$ cat src/rtl/shift_pkg.sv
// Shared definitions for the iterative shift unit.
//  - shift type encoding (matches the MCU's existing shift_op[2:1] field)
//  - FSM state encoding
//  - shift_op field offsets and register-amount width
package shift_pkg;

    localparam int AMT_W       = 8;   // width of register-sourced amount
    localparam int OP_SRC_BIT  = 0;   // 1 = amount from reg_amt
    localparam int OP_TYPE_LSB = 1;
    localparam int OP_TYPE_W   = 2;
    localparam int OP_AMT_LSB  = 3;
    localparam int OP_AMT_W    = 5;   // immediate amount field

    typedef enum logic [1:0] {
        SH_LSL = 2'b00,
        SH_LSR = 2'b01,
        SH_ASR = 2'b10,
        SH_ROR = 2'b11
    } shift_type_e;

    typedef enum logic [1:0] {
        ST_IDLE  = 2'b00,
        ST_SHIFT = 2'b01,
        ST_DONE  = 2'b10
    } state_e;

endpackage

$ cat src/rtl/shift_step.sv
// Combinational single-step shifter: shifts data_in by amt (0..STEP) bits.
// Ports:
//  data_in   in   DATA_W  working value
//  amt       in   SW      bits to shift this step (0..STEP)
//  sh_type   in   2       LSL/LSR/ASR/ROR
//  carry_out out  1       last bit shifted out (only with SHIFT_CARRY_EN)
//  data_out  out  DATA_W  shifted value
// Optional feature macro: SHIFT_CARRY_EN.
module shift_step
    import shift_pkg::*;
#(
    parameter int DATA_W = 32,
    parameter int STEP   = 8,
    localparam int SW    = $clog2(STEP) + 1
) (
    input  logic [DATA_W-1:0] data_in,
    input  logic [SW-1:0]     amt,
    input  shift_type_e       sh_type,
`ifdef SHIFT_CARRY_EN
    output logic              carry_out,
`endif
    output logic [DATA_W-1:0] data_out
);

    logic [2*DATA_W-1:0] rot_full;

    always_comb begin
        // Rotating the doubled word avoids a shift by DATA_W when amt is 0.
        rot_full = {data_in, data_in} >> amt;
        case (sh_type)
            SH_LSL:  data_out = data_in << amt;
            SH_LSR:  data_out = data_in >> amt;
            SH_ASR:  data_out = $signed(data_in) >>> amt;
            default: data_out = rot_full[DATA_W-1:0];
        endcase
    end

`ifdef SHIFT_CARRY_EN
    logic [DATA_W-1:0] lsb_side;
    logic [DATA_W-1:0] msb_side;

    // The last bit out is the one sitting one position short of the edge.
    // For ROR this is data_in[amt-1], which becomes the result MSB.
    always_comb begin
        lsb_side  = data_in >> (amt - SW'(1));
        msb_side  = data_in << (amt - SW'(1));
        carry_out = 1'b0;
        if (amt != '0) begin
            carry_out = (sh_type == SH_LSL) ? msb_side[DATA_W-1] : lsb_side[0];
        end
    end
`endif

endmodule

$ cat src/rtl/shift_unit_iter.sv
// Iterative LSL/LSR/ASR/ROR unit: shifts at most STEP bits per cycle behind
// valid/ready handshakes. shift_op = {imm amount[4:0], type[1:0], src}.
// Ports:
//  clk, rst_n          clock (rising edge), asynchronous active-low reset
//  in_valid/in_ready   operand handshake (in_ready follows out_ready in DONE)
//  shift_op            [7:3] imm amount, [2:1] type, [0] 1 = use reg_amt
//  data_in, reg_amt    operand and register-sourced amount
//  out_valid/out_ready result handshake
//  data_out            registered result, stable while out_valid
//  busy                high whenever the FSM is not IDLE
//  carry_in/carry_out  only with SHIFT_CARRY_EN: last bit shifted out
// Optional feature macro: SHIFT_CARRY_EN.
module shift_unit_iter
    import shift_pkg::*;
#(
    parameter int DATA_W = 32,
    parameter int STEP   = 8
) (
    input  logic              clk,
    input  logic              rst_n,
    input  logic              in_valid,
    output logic              in_ready,
    input  logic [7:0]        shift_op,
    input  logic [DATA_W-1:0] data_in,
    input  logic [AMT_W-1:0]  reg_amt,
    output logic              out_valid,
    input  logic              out_ready,
    output logic [DATA_W-1:0] data_out,
`ifdef SHIFT_CARRY_EN
    input  logic              carry_in,
    output logic              carry_out,
`endif
    output logic              busy
);

    localparam int EW = $clog2(DATA_W) + 1;   // holds 0..DATA_W
    localparam int SW = $clog2(STEP) + 1;     // holds 0..STEP

    state_e            state_reg, state_next;
    logic [DATA_W-1:0] work_reg;
    logic [DATA_W-1:0] result_reg;
    logic [EW-1:0]     e_rem_reg;
    shift_type_e       type_reg;

    logic [AMT_W-1:0]  raw_amt;
    shift_type_e       in_type;
    logic [EW-1:0]     eff_amt;
    logic [SW-1:0]     step_amt;
    logic [EW-1:0]     e_rem_after;
    logic [DATA_W-1:0] step_data;
    logic              accept;

    // Operand decode: raw amount, then clamp (LSL/LSR/ASR) or wrap (ROR).
    always_comb begin
        raw_amt = shift_op[OP_SRC_BIT] ? reg_amt
                                       : AMT_W'(shift_op[OP_AMT_LSB +: OP_AMT_W]);
        in_type = shift_type_e'(shift_op[OP_TYPE_LSB +: OP_TYPE_W]);
        if (in_type == SH_ROR) begin
            eff_amt = EW'(raw_amt & AMT_W'(DATA_W - 1));
        end else if (raw_amt >= AMT_W'(DATA_W)) begin
            eff_amt = EW'(DATA_W);
        end else begin
            eff_amt = EW'(raw_amt);
        end
    end

    // Per-cycle step: min(remaining, STEP).
    always_comb begin
        step_amt    = (e_rem_reg > EW'(STEP)) ? SW'(STEP) : SW'(e_rem_reg);
        e_rem_after = e_rem_reg - EW'(step_amt);
    end

`ifdef SHIFT_CARRY_EN
    logic step_carry;
    logic carry_reg;
    logic over_reg;      // raw amount strictly above DATA_W
    logic raw_over;

    assign raw_over = (raw_amt > AMT_W'(DATA_W));
`endif

    shift_step #(
        .DATA_W (DATA_W),
        .STEP   (STEP)
    ) u_step (
        .data_in   (work_reg),
        .amt       (step_amt),
        .sh_type   (type_reg),
`ifdef SHIFT_CARRY_EN
        .carry_out (step_carry),
`endif
        .data_out  (step_data)
    );

    // FSM state register
    always_ff @(posedge clk or negedge rst_n) begin
        if (!rst_n) begin
            state_reg <= ST_IDLE;
        end else begin
            state_reg <= state_next;
        end
    end

    // FSM next state and handshake outputs
    always_comb begin
        state_next = state_reg;
        in_ready   = 1'b0;
        out_valid  = 1'b0;
        accept     = 1'b0;
        case (state_reg)
            ST_IDLE: begin
                in_ready = 1'b1;
                if (in_valid) begin
                    accept     = 1'b1;
                    state_next = (eff_amt == '0) ? ST_DONE : ST_SHIFT;
                end
            end
            ST_SHIFT: begin
                if (e_rem_after == '0) begin
                    state_next = ST_DONE;
                end
            end
            ST_DONE: begin
                out_valid = 1'b1;
                // Result leaves and the next operand may enter in the same cycle.
                in_ready  = out_ready;
                if (out_ready) begin
                    if (in_valid) begin
                        accept     = 1'b1;
                        state_next = (eff_amt == '0) ? ST_DONE : ST_SHIFT;
                    end else begin
                        state_next = ST_IDLE;
                    end
                end
            end
            default: state_next = ST_IDLE;
        endcase
    end

    // Datapath registers
    always_ff @(posedge clk or negedge rst_n) begin
        if (!rst_n) begin
            work_reg   <= '0;
            result_reg <= '0;
            e_rem_reg  <= '0;
            type_reg   <= SH_LSL;
`ifdef SHIFT_CARRY_EN
            carry_reg  <= 1'b0;
            over_reg   <= 1'b0;
`endif
        end else if (accept) begin
            work_reg  <= data_in;
            type_reg  <= in_type;
            e_rem_reg <= eff_amt;
`ifdef SHIFT_CARRY_EN
            over_reg  <= raw_over;
`endif
            if (eff_amt == '0) begin
                result_reg <= data_in;
`ifdef SHIFT_CARRY_EN
                carry_reg  <= carry_in;
`endif
            end
        end else if (state_reg == ST_SHIFT) begin
            work_reg  <= step_data;
            e_rem_reg <= e_rem_after;
            if (e_rem_after == '0) begin
                result_reg <= step_data;
`ifdef SHIFT_CARRY_EN
                // Amounts past the width shift out only zeros for LSL/LSR.
                // ASR already ends on the sign bit through normal stepping.
                if (over_reg && (type_reg == SH_LSL || type_reg == SH_LSR)) begin
                    carry_reg <= 1'b0;
                end else begin
                    carry_reg <= step_carry;
                end
`endif
            end
        end
    end

    assign data_out = result_reg;
    assign busy     = (state_reg != ST_IDLE);
`ifdef SHIFT_CARRY_EN
    assign carry_out = carry_reg;
`endif

endmodule

$ cat config.mk
export PLATFORM = sky130hd
export DESIGN_NAME = shift_unit_iter
export DESIGN_NICKNAME = d
export VERILOG_FILES = /design/src/rtl/shift_pkg.sv /design/src/rtl/shift_step.sv /design/src/rtl/shift_unit_iter.sv
export SDC_FILE = /design/constraint.sdc
export NUM_CORES = 1
export LEC_CHECK = 0
export CAP_MARGIN = 0
export CORE_ASPECT_RATIO = 1.5
export CORE_MARGIN = 2
export CORE_UTILIZATION = 52
export DETAILED_ROUTE_END_ITERATION = 8
export GPL_TIMING_DRIVEN = 0
export PLACE_DENSITY = 0.78
export SETUP_SLACK_MARGIN = 0.5
export SYNTH_ARGS = -nofsm -noshare
export SYNTH_HDL_FRONTEND = slang
export SYNTH_HIERARCHICAL = 1
export SYNTH_SLANG_ARGS = --single-unit
$ cat constraint.sdc
create_clock -name clk -period 3.1 [get_ports clk]
set_clock_uncertainty 0.15 [all_clocks]
set_input_delay 0.31 -clock clk [delete_from_list [all_inputs] [get_ports clk]]
set_output_delay 0.31 -clock clk [all_outputs]
set_load 0.005 [all_outputs]
==> out/metrics.yaml, run 1 <==
avgViaCountPerCell: 7.50
drt_pass1_iterations: 9
final_nets: 1059
hpwl_um: 24300
drt-initial-drc-count: 1236
setup_viol: 23
synth_fa_ha_area_frac: 0
netlist.area_leader.share: 0.252
synth_edf_count: 0
synth.distinct_cells: 60
synth_compound_area_frac: 0.209
grt_max_degree: 67
ys_ff_latch: 74
synth_area_per_cell_um2: 8.86
r2r_setup_slack_ns: -0.11
cts_tree: "done"
grt_pass1_vias: 8700
wire_per_inst_um: 31.9
synthCells: 830
worstSetupPathType: "reg2reg"
drt_wl_total_um: 37500
die_area_um2: 15100
post-route-util: 0.797
status: "complete, but fails checks"
worst_setup_path_start_kind: "flip-flop"
cp-end-kind: "flip-flop"
initial_core_util: 0.528
hold_violations: 0
cts-buffers-inserted: 9
yosysSeqAreaShare: 0.252
clk_pin_slew_ns: 0.06
setup_tns_ns: -0.969
grt-ovfl-total: 0
synthArstFlopShare: 1.00
fin_ws_ns: -0.108
grt_pass1_wl_um: 53600
slew_violations: 0
critPathTopFamily: "simple AND/OR/NAND/NOR gates"
max_freq_mhz: 312
synth-simple-area-share: 0.203
final_common_cell: "nand2_1"
synth_mux_area_frac: 0.268
core_um2: 13900
max-slew-margin-rel: 0.306
antenna_cells: 0
max_cap_viol_count: 0
hp-class: "in2reg"
critPathSlowestCell: "mux4_2"
synth_top_family_by_area: "multiplexers"
area_growth_syn_to_layout_pct: 50.8
synth_top_cell_by_area: "dfrtp_1"
grt_setup_unrepaired: "yes"
cts_buffer_depth: 2
root_buffer: "clkbuf_16"
port_buffers: 85
crit_arrival_ns: 3.27
dpl.cell_count: 1081
antenna_found_initial: 0
synth_area_leaders: "dfrtp_1 25%, mux4_2 17%, nand2_1 5.8%, nor2_1 5.7%, mux2i_1 5.6%"
die_w_um: 101
worst_pin_slew_ns: 1.04
row_count: 53
crit_required_ns: 3.16
syn_nets: 882
stdcell_count: 1177
synth_flop_cell: "dfrtp_1"
violations: "setup timing"
gp_congestion: 1.14
ctsHtreeMaxLevel: 3
clock_sinks: 74
via_count: 8822
post-place-ws_ns: -0.760
path_cells: "nor3_4 -> and2_4 -> buf_12 -> buf_12 -> buf_6 -> mux4_2 -> nand2_1 -> o21a_1 -> nor2_2 -> o32a_1 -> nand2b_4 -> o221a_1"
synth_xor_area_frac: 0
layout-drive-gt1-share: 0.402
cp_max_fo: 5
drc: 0
die_h_um: 150
final_cell_mix: "102 x nand2_1, 84 x clkdlybuf4s50_1, 75 x nor2_1"
clk_latency_ns: 0.33
max_stage_delay_ns: 0.52
yosysWarnings: 6
io_pins: 87
cp_common_cell: "buf_12"
min_period_ns: 3.21
syn_area_um2: 7350
grt.total_usage: 0.489
crit_buf_inv: 3
detail-route-antenna-nets: 0
period_share: 1.03
-- metal layers --
layer,vias up,global-route usage,share of wire
li1,3482,-,-
met4,0,0.384,0.12
met5,-,0,0
met1,4134,0.560,0.32
met2,854,0.728,0.43
met3,352,0.179,0.13
-- cell families (layout without fill, tap and decap cells) --
logic type,Yosys count,after routing
and+or+nand+nor,332,332
AOI/OAI and AO/OA,205,205
muxes,123,123
buffers and inverters,96,278
DFF,74,74
-- cell usage after synthesis, drive strengths merged (14+ instances only) --
master / number
nor2: 112
o21ai: 30
mux2: 26
mux2i: 41
o221a: 32
a31oi: 45
nand2: 114
dfrtp: 74
buf: 42
nand3: 14
a21oi: 26
mux4: 56
nor3: 23
clkbuf: 47
nand2b: 39
-- stage by stage --
stage          hold WS, ns  instance area [um^2]
2_1_floorplan       -0.136                  7460
3_3_place_gp         0.371                  8510
3_5_place_dp       0.00373                  8540
4_1_cts              0.195                 10300
5_1_grt              0.223                 11100
6_report             0.194                 11100
-- worst paths after layout --
kind | startpoint | end | depth (start not counted)
worst max-delay path | e_rem_reg[4]$_DFFE_PN0P_ | data_out[11]$_DFFE_PN0P_ | 12
worst min-delay path | shift_op[0] | e_rem_reg[3]$_DFFE_PN0P_ | 3
worst max register to register | e_rem_reg[4]$_DFFE_PN0P_ | data_out[11]$_DFFE_PN0P_ | 12
worst min register to register | data_out[9]$_DFFE_PN0P_ | data_out[9]$_DFFE_PN0P_ | 1
max in group asynchronous | rst_n | e_rem_reg[4]$_DFFE_PN0P_ | 3
min in group asynchronous | rst_n | data_out[2]$_DFFE_PN0P_ | 2
-- worst min-delay path, delay by kind of cell --
kind                   cells  cell delay (ns)
AO/OA/AOI/OAI              1             0.13
buffers and inverters      1             0.12
multiplexers               1             0.08
-- timing repair --
item	in CTS	in global routing
hold endpoints to repair	74	0
gates resized for setup	240	111
cloned	8	1
endpoints found under the setup margin	64	64
hold buffers	1	0
setup buffers	40	30
pin swaps	62	67
-- layout make-up --
type,count,area [um^2]
inverter,7,31.3
clock inverter,5,77.6
timing repair buffer,166,1850
multi-input combinational,660,6060
buffer,89,772
clock buffer,11,243
tap,165,206
fill,862,2830
sequential,74,1850
Power of run 1 is left out: the tool's default activity adds up to more than one toggle a clock period on the data nets, which glitch-free logic cannot reach.
==> run 2: changes to the inputs <==
Settings changed: SLEW_MARGIN set to 20.
==> out/metrics.yaml, run 2 (synthesized netlist as in run 1, its figures left out) <==
status: "complete, but fails checks"
violations: "setup timing"
met1_length_um: 11800  # -1.2%
drt_wl_total_um: 36500  # -2.7%
drt_pass1_iterations: 6  # -3
hpwl_um: 24400  # +0.35%
gp_congestion: 1.14  # unchanged
grt-ovfl-total: 0  # unchanged
drt-initial-drc-count: 1181  # -4.4%
period_share: 1.05  # +0.0197
worstSetupPathType: "reg2reg"
wl_met3_um: 4810  # -4.2%
port_buffers: 85  # unchanged
layout-drive-gt1-share: 0.383  # -0.0196
post-place-ws_ns: -0.741  # +0.0193 ns
io_pins: 87  # unchanged
hp-class: "in2reg"
cp_common_cell: "buf_12"
fin_ws_ns: -0.169  # -0.0609 ns
grt_pass1_vias: 8491  # -2.4%
die_area_um2: 15100  # unchanged
grt_max_degree: 58  # -13%
critPathTopFamily: "compound AO/OA/AOI/OAI gates"
row_count: 53  # unchanged
min_period_ns: 3.27  # +0.0609 ns
cts_tree: "done"
clock_sinks: 74  # unchanged
crit_required_ns: 3.17  # about the same
die_w_um: 101  # unchanged
hold_violations: 0  # unchanged
path_cells: "nor3_4 -> and2_4 -> buf_12 -> buf_12 -> buf_12 -> mux2i_4 -> o22ai_2 -> a311o_1 -> o22a_4 -> nand2b_1 -> o221a_1"
final_nets: 1043  # -1.5%
worst_pin_slew_ns: 1.05  # +0.0111 ns
setup_tns_ns: -1.37  # -0.399 ns
final_area_um2: 10900  # -2.1%
antenna_found_initial: 2  # +2
setup_viol: 24  # +4.3%
core_um2: 13900  # unchanged
wire_per_inst_um: 31.4  # -1.4%
crit_buf_inv: 3  # unchanged
route.met2.wl_um: 16000  # -1.1%
initial_core_util: 0.528  # unchanged
grt_pass1_wl_um: 52200  # -2.5%
grt_setup_unrepaired: "yes"
final_cell_mix: "108 x nand2_1, 84 x clkdlybuf4s50_1, 81 x nor2_1"
max_stage_delay_ns: 0.44  # -0.08 ns
r2r_setup_slack_ns: -0.17  # -0.06 ns
placed_cell_area_um2: 8540  # unchanged
cp_max_fo: 10  # +5
grt.total_usage: 0.475  # -0.0133
slew_violations: 0  # unchanged
root_buffer: "clkbuf_16"
via_count: 8689  # -1.5%
avgViaCountPerCell: 7.48  # -0.24%
die_h_um: 150  # unchanged
ctsHtreeMaxLevel: 3  # unchanged
crit_arrival_ns: 3.34  # +0.07 ns
clk_pin_slew_ns: 0.06  # about the same
cts-buffers-inserted: 9  # unchanged
max_cap_viol_count: 0  # unchanged
final_common_cell: "nand2_1"
cp-end-kind: "flip-flop"
critPathSlowestCell: "mux2i_4"
area_growth_syn_to_layout_pct: 47.6
detail-route-antenna-nets: 0  # unchanged
max_freq_mhz: 306  # -1.9%
max-slew-margin-rel: 0.298  # -0.00743
worst_setup_path_start_kind: "flip-flop"
drc: 0  # unchanged
clk_latency_ns: 0.34  # about the same
cts_buffer_depth: 2  # unchanged
top_layer: "met4"
## run 2: changes by cell type in the layout (fill, tap and decap cells not counted), sizes merged
cell | previous run | this run
clkinvlp | 2 | 1
bufinv | 2 | 3
diode | 0 | 1
buf | 120 | 107
bufbuf | 3 | 0
## run 2: final timing paths
| check | from | to | depth (start not counted) |
|---|---|---|---|
| max | e_rem_reg[4]$_DFFE_PN0P_ | data_out[23]$_DFFE_PN0P_ | 11 |
| min | shift_op[0] | e_rem_reg[4]$_DFFE_PN0P_ | 3 |
| max reg2reg | e_rem_reg[4]$_DFFE_PN0P_ | data_out[23]$_DFFE_PN0P_ | 11 |
| min reg2reg | data_out[27]$_DFFE_PN0P_ | data_out[27]$_DFFE_PN0P_ | 1 |
| max in group asynchronous | rst_n | e_rem_reg[4]$_DFFE_PN0P_ | 3 |
| min in group asynchronous | rst_n | data_out[10]$_DFFE_PN0P_ | 2 |
## run 2: layout make-up
type	count	area, um^2
repair buffers	150	1640
plain buffers	89	762
fillers	888	3070
inverters	7	31.3
flip-flops and latches	74	1850
multi-input cells	660	6000
well taps	165	206
clock buffers	11	253
clock inverters	5	100
diodes	1	2.50
## run 2: routing by layer
metal,up-vias,global-route usage
met2,802,0.715
met4,0,0.366
met5,-,0
met1,4129,0.550
li1,3454,-
met3,304,0.163
## run 2: worst reg2reg max path, delay by kind of cell, from the launching register on
kind                   cells  cell delay, ns
AO/OA/AOI/OAI              4            1.07
buffers and inverters      3            0.43
multiplexers               1            0.45
flip-flops                 1            0.42
AND/OR/NAND/NOR            3            0.65
## run 2: through the flow
step	hold WS [ns]	std cells	util
2_1_floorplan	-0.136	830	-
3_3_place_gp	0.371	1080	0.611
3_5_place_dp	0.0545	1081	0.613
4_1_cts	0.200	1131	0.714
5_1_grt	0.234	1162	0.780
6_report	0.196	1162	0.780
## run 2: timing repair
item                       CTS  global route
cloned                       4             1
hold endpoints to repair    17             0
pin swaps                   40            56
setup buffers               29            29
hold buffers                 1             0
setup endpoints to repair   64            64
gates resized for setup    185           146
Power of run 2 is left out for the same reason.
==> run 3: changes to the inputs <==
Settings changed: SLEW_MARGIN 20 to 30.
==> out/metrics.yaml, run 3 (synthesized netlist as in run 1, its figures left out) <==
hp-class: "in2reg"
die_w_um: 101  # unchanged
grt_max_degree: 45  # -22%
via_count: 8922  # +2.7%
status: "complete, but fails checks"
fin_ws_ns: -0.265  # -0.0962 ns
slew_violations: 0  # unchanged
row_count: 53  # unchanged
setup_viol: 33  # +38%
drc: 1  # +1
ctsHtreeMaxLevel: 3  # unchanged
cts-buffers-inserted: 9  # unchanged
worstSetupPathType: "reg2reg"
root_buffer: "clkbuf_16"
max_freq_mhz: 297  # -2.9%
crit_required_ns: 3.17  # about the same
cp-end-kind: "flip-flop"
holdWs_ns: 0.196  # -0.000170 ns
final_common_cell: "nand2_1"
grt_setup_unrepaired: "yes"
clk_pin_slew_ns: 0.06  # about the same
detail-route-antenna-nets: 0  # unchanged
stdcell_count: 1182  # +1.7%
worst_setup_path_start_kind: "flip-flop"
drt_pass1_iterations: 9  # +3
crit_arrival_ns: 3.43  # +0.09 ns
grt.total_usage: 0.480  # +0.00445
io_pins: 87  # unchanged
grt_pass1_vias: 8538  # +0.55%
worst_pin_slew_ns: 1.15  # +0.0958 ns
cts_tree: "done"
cts_buffer_depth: 2  # unchanged
layout-drive-gt1-share: 0.409  # +0.0265
wire_per_inst_um: 32.1  # +1.9%
final_cell_mix: "105 x nand2_1, 84 x clkdlybuf4s50_1, 79 x nor2_1"
hpwl_um: 24500  # +0.60%
final_nets: 1064  # +2.0%
max_cap_viol_count: 0  # unchanged
core_um2: 13900  # unchanged
initial_core_util: 0.528  # unchanged
hold_violations: 0  # unchanged
grt_pass1_wl_um: 52800  # +1.0%
min_period_ns: 3.37  # +0.0962 ns
violations: "DRC, setup timing"
drt-initial-drc-count: 1410  # +19%
port_buffers: 85  # unchanged
drt_wl_total_um: 37900  # +3.7%
gp_congestion: 1.14  # unchanged
dpl.cell_count: 1081  # unchanged
clock_sinks: 74  # unchanged
area_growth_syn_to_layout_pct: 51.4
max-slew-margin-rel: 0.234  # -0.0638
antenna_found_initial: 0  # -2
grt-ovfl-total: 0  # unchanged
clk_latency_ns: 0.33  # about the same
period_share: 1.09  # +0.0310
die_area_um2: 15100  # unchanged
cp_max_fo: 6  # -4
die_h_um: 150  # unchanged
antenna_cells: 0  # -1
avgViaCountPerCell: 7.55  # +0.94%
run 3: cell types whose count changed in the layout (fill, tap and decap cells not counted), moves of 4 or more:
| cell | previous run | this run |
|---|---|---|
| buf_12 | 20 | 27 |
| buf_4 | 35 | 54 |
| buf_6 | 33 | 29 |
| buf_8 | 10 | 6 |
| nor2_2 | 16 | 21 |
run 3: final cells by class:
class                   count  area [um^2]
plain buffers              89          796
clock buffers              11          253
clock inverters             5         52.6
fillers                   876         2790
inverters                   7         40.0
multi-input cells         660         6090
flip-flops and latches     74         1850
well taps                 165          206
repair buffers            171         1850
run 3: stage by stage:
step                      TNS [ns]  cell area, um^2  utilization  setup slack, ns
after global placement      -97.09             8510        0.611           -0.971
after floorplan                  0             7460            -            0.385
after detailed placement    -25.09             8530        0.613           -0.775
after global routing         -3.69            11100        0.800           -0.268
final                        -2.14            11100        0.800           -0.265
after CTS                        0             9980        0.717           0.0453
run 3: final timing paths:
check	cells past startpoint	to	startpoint	slack, ns
max	16	data_out[24]$_DFFE_PN0P_	e_rem_reg[4]$_DFFE_PN0P_	-0.27
min reg2reg	1	data_out[27]$_DFFE_PN0P_	data_out[27]$_DFFE_PN0P_	0.40
min in group asynchronous	2	data_out[3]$_DFFE_PN0P_	rst_n	0.39
max reg2reg	16	data_out[24]$_DFFE_PN0P_	e_rem_reg[4]$_DFFE_PN0P_	-0.27
min	3	e_rem_reg[3]$_DFFE_PN0P_	shift_op[0]	0.20
max in group asynchronous	3	e_rem_reg[3]$_DFFE_PN0P_	rst_n	1.80
run 3: per-layer routing:
layer,part of all wire,track usage,up-vias
met5,0,0,-
met4,0.11,0.362,0
met3,0.14,0.185,338
met2,0.43,0.711,891
met1,0.31,0.555,4198
li1,-,-,3495
run 3: worst max-delay path: stages (launching register included):
cell	delay [ns]
dfrtp_2	0.43
nor3_4	0.22
buf_6	0.15
inv_6	0.04
nor2_4	0.08
buf_6	0.15
buf_12	0.13
buf_12	0.10
clkinvlp_4	0.22
buf_6	0.21
buf_8	0.13
nor2_2	0.33
a21oi_1	0.18
a22oi_1	0.21
o211ai_1	0.16
nand2b_1	0.20
o221a_1	0.15
run 3: repair_timing:
action | 4_1_cts | 5_1_grt
pin swaps | 33 | 76
setup endpoints to repair | 64 | 64
gates cloned | 5 | 3
resized for setup | 193 | 162
hold endpoints to repair | 43 | 0
buffers inserted | 34 | 42
hold buffers | 1 | 0
Power of run 3 is left out for the same reason.
